[config.mk]
export PLATFORM = sky130hd
export DESIGN_NAME = fft16_frame_ctrl_flat
export DESIGN_NICKNAME = d
export VERILOG_FILES = /design/src/rtl/fft_pkg.sv /design/src/rtl/fft16_frame_ctrl_if.sv /design/src/rtl/fft_frame_buf.sv /design/src/rtl/fft16_frame_ctrl.sv /design/src/flat_wrapper.sv
export SDC_FILE = /design/constraint.sdc
export NUM_CORES = 1
export LEC_CHECK = 0
export CAP_MARGIN = 40
export CORE_AREA = 2 2 427 429
export DETAILED_ROUTE_END_ITERATION = 10
export DIE_AREA = 0 0 429 431
export GPL_ROUTABILITY_DRIVEN = 0
export HOLD_SLACK_MARGIN = 0.1
export PLACE_DENSITY = 0.49
export SLEW_MARGIN = 25
export SYNTH_ARGS = -nofsm -noshare
export SYNTH_HDL_FRONTEND = slang
export SYNTH_SLANG_ARGS = --single-unit
[constraint.sdc]
create_clock -name clk -period 2.6 [get_ports clk]
set_input_delay 0.39 -clock clk [delete_from_list [all_inputs] [get_ports clk]]
set_output_delay 0.39 -clock clk [all_outputs]
set_load 0.01 [all_outputs]
[src/rtl/fft_pkg.sv]
// Shared types and constants for the 16-point FFT frame controller slice.
// Sample packing: real in the upper half, imag in the lower half.
package fft_pkg;

    localparam int N_PT     = 16;
    localparam int SAMPLE_W = 32;
    localparam int HALF_W   = 16;
    localparam int IDX_W    = 4;
    localparam int BUS_W    = N_PT * SAMPLE_W;

    typedef enum logic [1:0] {
        FILL  = 2'd0,
        CALC  = 2'd1,
        DRAIN = 2'd2
    } state_t;

    function automatic logic [IDX_W-1:0] bitrev4(input logic [IDX_W-1:0] i);
        return {i[0], i[1], i[2], i[3]};
    endfunction

endpackage

[src/rtl/fft16_frame_ctrl_if.sv]
// Sample-in / result-out handshake bundle of the FFT frame controller.
// master = controller side, slave = sample source and result sink.
interface fft16_frame_ctrl_if;
    import fft_pkg::*;

    logic                in_valid;
    logic [SAMPLE_W-1:0] in_data;
    logic                in_ready;
    logic                out_valid;
    logic                out_ready;
    logic [SAMPLE_W-1:0] out_data;
    logic [IDX_W-1:0]    out_idx;

    modport master (
        input  in_valid, in_data, out_ready,
        output in_ready, out_valid, out_data, out_idx
    );

    modport slave (
        output in_valid, in_data, out_ready,
        input  in_ready, out_valid, out_data, out_idx
    );

endinterface

[src/rtl/fft_frame_buf.sv]
// 16x32 register file: serial write port, parallel load, flat 512-bit read.
// Latency: writes/loads visible one cycle later; parallel load wins over a write.
// Backpressure: none, always accepts.
module fft_frame_buf
    import fft_pkg::*;
(
    input  logic                clk,
    input  logic                rst,
    input  logic                wr_en,
    input  logic [IDX_W-1:0]    wr_addr,
    input  logic [SAMPLE_W-1:0] wr_dat,
    input  logic                ld_en,
    input  logic [BUS_W-1:0]    ld_bus,
    output logic [BUS_W-1:0]    rd_bus
);

    logic [N_PT-1:0][SAMPLE_W-1:0] mem;

    always_ff @(posedge clk or negedge rst) begin
        if (!rst) begin
            mem <= '0;
        end else if (ld_en) begin
            mem <= ld_bus;
        end else if (wr_en) begin
            mem[wr_addr] <= wr_dat;
        end
    end

    assign rd_bus = mem;

endmodule

[src/rtl/fft16_frame_ctrl.sv]
// Frame sequencer for the 16-pt DIF FFT chain: fill 16 samples, wait STAGE_LAT, drain results.
// Latency: 16th sample at edge T -> frame_go in T+1 -> first out_valid in T+1+STAGE_LAT.
// Backpressure: in_ready low outside FILL; out_ready low stalls DRAIN. Option: FFT_BITREV_REORDER_EN.
module fft16_frame_ctrl
    import fft_pkg::*;
#(
    parameter int STAGE_LAT = 4
) (
    input  logic                  clk,
    input  logic                  rst,
    fft16_frame_ctrl_if.master    io,
    output logic [BUS_W-1:0]      frame_bus,
    output logic                  frame_go,
    input  logic [BUS_W-1:0]      res_bus,
    output logic                  busy
);

    localparam logic [IDX_W-1:0] LAT_LAST = IDX_W'(STAGE_LAT - 1);
    localparam logic [IDX_W-1:0] CNT_LAST = IDX_W'(N_PT - 1);

    state_t           state;
    logic [IDX_W-1:0] wr_cnt;
    logic [IDX_W-1:0] lat_cnt;
    logic [IDX_W-1:0] rd_cnt;
    logic             in_rdy_q;
    logic             out_vld_q;
    logic             wr_fire;
    logic             rd_fire;
    logic             cap_en;
    logic [IDX_W-1:0] sel_idx;
    logic [BUS_W-1:0] res_q;

    assign wr_fire = io.in_valid & in_rdy_q & (state == FILL);
    assign rd_fire = out_vld_q & io.out_ready;
    assign cap_en  = (state == CALC) && (lat_cnt == LAT_LAST);

    always_ff @(posedge clk or negedge rst) begin
        if (!rst) begin
            state     <= FILL;
            wr_cnt    <= '0;
            lat_cnt   <= '0;
            rd_cnt    <= '0;
            in_rdy_q  <= 1'b0;
            out_vld_q <= 1'b0;
            frame_go  <= 1'b0;
            busy      <= 1'b0;
        end else begin
            case (state)
                FILL: begin
                    in_rdy_q <= 1'b1;
                    if (wr_fire) begin
                        if (wr_cnt == CNT_LAST) begin
                            state    <= CALC;
                            wr_cnt   <= '0;
                            lat_cnt  <= '0;
                            in_rdy_q <= 1'b0;
                            frame_go <= 1'b1;
                            busy     <= 1'b1;
                        end else begin
                            wr_cnt <= wr_cnt + 1'b1;
                        end
                    end
                end
                CALC: begin
                    frame_go <= 1'b0;
                    if (cap_en) begin
                        state     <= DRAIN;
                        lat_cnt   <= '0;
                        out_vld_q <= 1'b1;
                    end else begin
                        lat_cnt <= lat_cnt + 1'b1;
                    end
                end
                DRAIN: begin
                    if (rd_fire) begin
                        if (rd_cnt == CNT_LAST) begin
                            state     <= FILL;
                            rd_cnt    <= '0;
                            out_vld_q <= 1'b0;
                            busy      <= 1'b0;
                            in_rdy_q  <= 1'b1;
                        end else begin
                            rd_cnt <= rd_cnt + 1'b1;
                        end
                    end
                end
                default: begin
                    state <= FILL;
                end
            endcase
        end
    end

    fft_frame_buf u_in_buf (
        .clk     (clk),
        .rst     (rst),
        .wr_en   (wr_fire),
        .wr_addr (wr_cnt),
        .wr_dat  (io.in_data),
        .ld_en   (1'b0),
        .ld_bus  ({BUS_W{1'b0}}),
        .rd_bus  (frame_bus)
    );

    fft_frame_buf u_res_buf (
        .clk     (clk),
        .rst     (rst),
        .wr_en   (1'b0),
        .wr_addr ({IDX_W{1'b0}}),
        .wr_dat  ({SAMPLE_W{1'b0}}),
        .ld_en   (cap_en),
        .ld_bus  (res_bus),
        .rd_bus  (res_q)
    );

    // DIF results sit in bit-reversed order; optionally undo that on the way out.
`ifdef FFT_BITREV_REORDER_EN
    assign sel_idx = bitrev4(rd_cnt);
`else
    assign sel_idx = rd_cnt;
`endif

    assign io.in_ready  = in_rdy_q;
    assign io.out_valid = out_vld_q;
    assign io.out_idx   = rd_cnt;
    assign io.out_data  = res_q[{sel_idx, 5'd0} +: SAMPLE_W];

endmodule

[src/flat_wrapper.sv]
// flat-port wrapper written by rule: the top's interface ports become plain ports
module fft16_frame_ctrl_flat import fft_pkg::*;
#(
    parameter int STAGE_LAT = 4
)
  (clk, rst, frame_bus, frame_go, res_bus, busy, io_in_valid, io_in_data, io_out_ready, io_in_ready, io_out_valid, io_out_data, io_out_idx);
  fft16_frame_ctrl_if io_i ();
  input  logic clk;
  input  logic rst;
  output logic [BUS_W-1:0] frame_bus;
  output logic frame_go;
  input  logic [BUS_W-1:0] res_bus;
  output logic busy;
  input wire logic [$bits(io_i.in_valid)-1:0] io_in_valid;
  input wire logic [$bits(io_i.in_data)-1:0] io_in_data;
  input wire logic [$bits(io_i.out_ready)-1:0] io_out_ready;
  output wire logic [$bits(io_i.in_ready)-1:0] io_in_ready;
  output wire logic [$bits(io_i.out_valid)-1:0] io_out_valid;
  output wire logic [$bits(io_i.out_data)-1:0] io_out_data;
  output wire logic [$bits(io_i.out_idx)-1:0] io_out_idx;
  assign io_i.in_valid = io_in_valid;
  assign io_i.in_data = io_in_data;
  assign io_i.out_ready = io_out_ready;
  assign io_in_ready = io_i.in_ready;
  assign io_out_valid = io_i.out_valid;
  assign io_out_data = io_i.out_data;
  assign io_out_idx = io_i.out_idx;
  fft16_frame_ctrl #(.STAGE_LAT(STAGE_LAT)) u_core (.clk(clk), .rst(rst), .io(io_i), .frame_bus(frame_bus), .frame_go(frame_go), .res_bus(res_bus), .busy(busy));
endmodule
==> flow_summary.json <==
{
  "outcome": "finished, violations left",
  "violations_in_the_final_reports": "negative setup slack",
  "yosys_warnings": 0,
  "max_cap_viol_count": 0,
  "seq_power_share_pct": 32.5,
  "worstMarginPinSlew_ns": 0.8460,
  "post_synth_inst_count": 2711,
  "antenna_found_initial": 67,
  "regArea_um2": 26090,
  "chipHeight_um": 431,
  "floorplan.initialDensity_pct": 23.95,
  "hp-class": "input pin to async pin",
  "layout_min_cycle_time_ns": 3.302,
  "cts_buffer_depth": 3,
  "synth.yosys.seq_area_share_pct": 60.44,
  "worst_setup_hold_path_clk_slew_ns": 0.06,
  "groute.usage.overall_pct": 21.05,
  "design.portCount": 1100,
  "dr_total_vias": 29860,
  "setup_viol": 32,
  "grt_start_max_net_pins": 81,
  "final_net_count": 4599,
  "postSynthAreaPerCell_um2": 15.91,
  "relSlewSlack_pct": 43.42,
  "syn_nets": 3265,
  "number_of_buffers_added_by_the_clock_tree_synthesis_step": 130,
  "port_buffers": 1099,
  "rsz0062_at_grt": "true",
  "dp_wirelength_um": 150500,
  "synth-main-ff-cell": "dfrtp_1",
  "vias_per_cell": 4.557,
  "total_leakage_power_nw": 28.08,
  "layout-drive-gt1-share_pct": 41.72,
  "clk-insertion-delay-late_ns": 0.78,
  "required_time_at_the_endpoint_of_the_critical_path_ns": 2.21,
  "r2r_start": "u_core.io.out_idx[0]$_DFFE_PN0P_",
  "growth_of_design_area_from_synthesis_to_finish_pct": 49.82,
  "count_of_antenna_violating_nets_left_after_detailed_routing": 0,
  "cts.htree.levels": 4,
  "cp_max_fanout": 7,
  "timing_worst_setup_path_type": "flop to output pin",
  "die_area_um2": 184900,
  "detail_route.iter0.violations": 1791,
  "clk_root_buffer_cell": "clkbuf_16",
  "power_density_nw_per_um2": 953.0,
  "number_of_synthesized_flops_with_an_enable_pin": 0,
  "area_of_the_multi_input_gates_um2": 16350,
  "die_width_um": 429,
  "final_slew_violations": 0,
  "timing.critical_path.from": "u_core.io.out_idx[0]$_DFFE_PN0P_",
  "report.final.hold_viol_count": 0,
  "max_vdd_drop_v": 0.0006443,
  "final_critical_path_setup_slack_ns": -0.7018,
  "crit_path_end_kind": "output pin",
  "setup_tns_final_ns": -19.39,
  "numClockSinks": 1042,
  "max_freq_ghz": 0.3029,
  "coreArea_um2": 180200,
  "first_global_vias": 31830,
  "skew_ns": 0.03188,
  "pwr-share-clk_pct": 30.3,
  "worstSetupStartpointType": "flop",
  "switching_power_mw": 19.95,
  "switching_share_pct": 32.38,
  "fillCellCount": 17440,
  "timing.reg2reg.worst_path_depth": 10,
  "fraction_of_power_consumed_by_combinational_cells_pct": 37.2,
  "core_rows": 156,
  "post-route-period-util_pct": 127.0,
  "async_reset_ff_share_pct": 100.0,
  "drt_pre_antenna_iters": 5,
  "drc": 0,
  "detail_route.wl_per_cell_um": 30.14,
  "post_synth_instance_area_um2": 43140,
  "grt_pass1_wl_um": 271000,
  "intPower_mw": 41.65,
  "register_bit_total_from_synthesis": 1042,
  "synthDistinctLibCells": 42,
  "gr-total-overflow": 0,
  "final_core_utilization_pct": 35.87,
  "postRouteWirelength_um": 197500,
  "tritoncts_clock_tree": "built",
  "worstPathArrival_ns": 2.91
}
==> repair_timing <==
| item | 4_1_cts | 5_1_grt |
|---|---|---|
| cloned | 4 | 1 |
| pin swaps | 53 | 35 |
| gates resized for setup | 313 | 49 |
| hold buffers | 1 | 0 |
| endpoints found under the setup margin | 36 | 34 |
| buffers inserted | 46 | 14 |
| hold endpoints to repair | 429 | 0 |
==> path summary, 6_finish.rpt <==
check,to,slack (ns)
max in group asynchronous,u_core.u_in_buf.rd_bus[422]$_DFFE_PN0P_,1.42
max,io_out_data[4],-0.70
min reg2reg,u_core.u_in_buf.rd_bus[381]$_DFFE_PN0P_,0.50
max reg2reg,u_core.io.in_ready$_DFFE_PN0P_,0.29
min,u_core.u_in_buf.rd_bus[277]$_DFFE_PN0P_,0.21
min in group clk,u_core.u_res_buf.rd_bus[189]$_DFFE_PN0P_,0.22
==> through the flow <==
stage               cells  hold slack, ns  power, mW  area [µm²]  setup WS [ns]
floorplan            2711         0.09441      27.85       43140         0.3917
global placement     6223          0.4229      40.92       58880        -0.8232
detailed placement   6226          0.4362      40.93       58910        -0.6094
CTS                  6508          0.1443      62.10       64380        -0.8993
global route         6548          0.1708      64.07       64610        -0.7826
finish               6554          0.2052      61.59       64630        -0.7018
==> critical path, stage by stage (launching register included) <==
cell and delay [ns]:
dfrtp_4 0.55, buf_16 0.17, buf_12 0.15, buf_12 0.14
buf_8 0.13, mux2i_1 0.12, a221oi_2 0.44, buf_4 0.20
o21ai_2 0.05, nand2_2 0.08, buf_6 0.11
==> power by group through the flow <==
stage                     clock network, mW  logic (mW)  registers [mW]
after global routing                   19.8        23.9            20.3
after detailed placement                  0        20.7            20.2
after CTS                              19.2        23.0            20.0
after global placement                    0        20.8            20.1
final                                  18.7        22.9            20.0
after floorplan                           0        7.06            20.8
==> logic make-up after synthesis <==
kind of cell	share of synthesized area (%)
AO/OA/AOI/OAI	2.436
AND/OR/NAND/NOR	1.001
multiplexers	33.33
buffers and inverters	2.578
flip-flops	60.44
XOR/XNOR	0.04061
adder cells (fa/ha/maj)	0.1740
==> flip-flops by register name, summed over array words and instances (netlist names) <==
| name | cells |
|---|---|
| u_core.io.out_idx | 4 |
| u_core.frame_go | 1 |
| u_core.busy | 1 |
| u_core.wr_cnt | 4 |
| u_core.state | 2 |
| u_core.io.in_ready | 1 |
| u_core.u_res_buf.rd_bus | 512 |
| u_core.u_in_buf.rd_bus | 512 |
| u_core.io.out_valid | 1 |
| u_core.lat_cnt | 4 |
==> cells in the final DEF (no fill, tap or decap), drive strengths merged, types with 33 or more instances in the layout <==
cell type / count
buf: 335
clkbuf: 192
clkdlybuf4s50: 1063
dfrtp: 1042
diode: 37
mux2: 1025
mux2i: 129
mux4: 64
nand2: 54
o211ai: 33
o21ai: 42
==> metal layers <==
layer	GRT usage, %	vias up	wire length (µm)
met1	24.94	15900	78260
met2	35.65	1060	97910
met3	5.797	311	12800
met5	0	-	7
li1	-	12590	-
met4	9.210	2	8572
==> final cells by class <==
cell class	count	area share [%]
antenna	37	0.1433
clock buffer	189	6.050
clock inverter	45	0.7879
inverter	5	0.02904
multi-input combinational	1461	25.29
sequential	1042	40.37
tap	2370	4.588
timing repair buffer	1405	22.74
==> synth_stat cells, types with 5 or more instances <==
| master | number | area, µm² |
|---|---|---|
| mux2_1 | 6 | 67.56 |
| and2_1 | 5 | 31.28 |
| buf_2 | 82 | 410.4 |
| o21ai_0 | 42 | 210.2 |
| buf_4 | 37 | 277.8 |
| ha_1 | 6 | 75.07 |
| nand2_1 | 51 | 191.4 |
| mux2i_1 | 129 | 1291 |
| o211ai_1 | 33 | 247.7 |
| mux4_2 | 64 | 1441 |
| mux2_2 | 992 | 11170 |
| inv_1 | 5 | 18.77 |
| a22oi_1 | 32 | 240.2 |
| clkbuf_1 | 71 | 266.5 |
| a221oi_1 | 32 | 280.3 |
| nor2b_1 | 5 | 31.28 |
| buf_6 | 12 | 135.1 |
| dfrtp_1 | 1042 | 26080 |
| nand3_1 | 6 | 30.03 |
| mux2_4 | 27 | 405.4 |
Note: power is estimated with default switching activity, not from simulation.
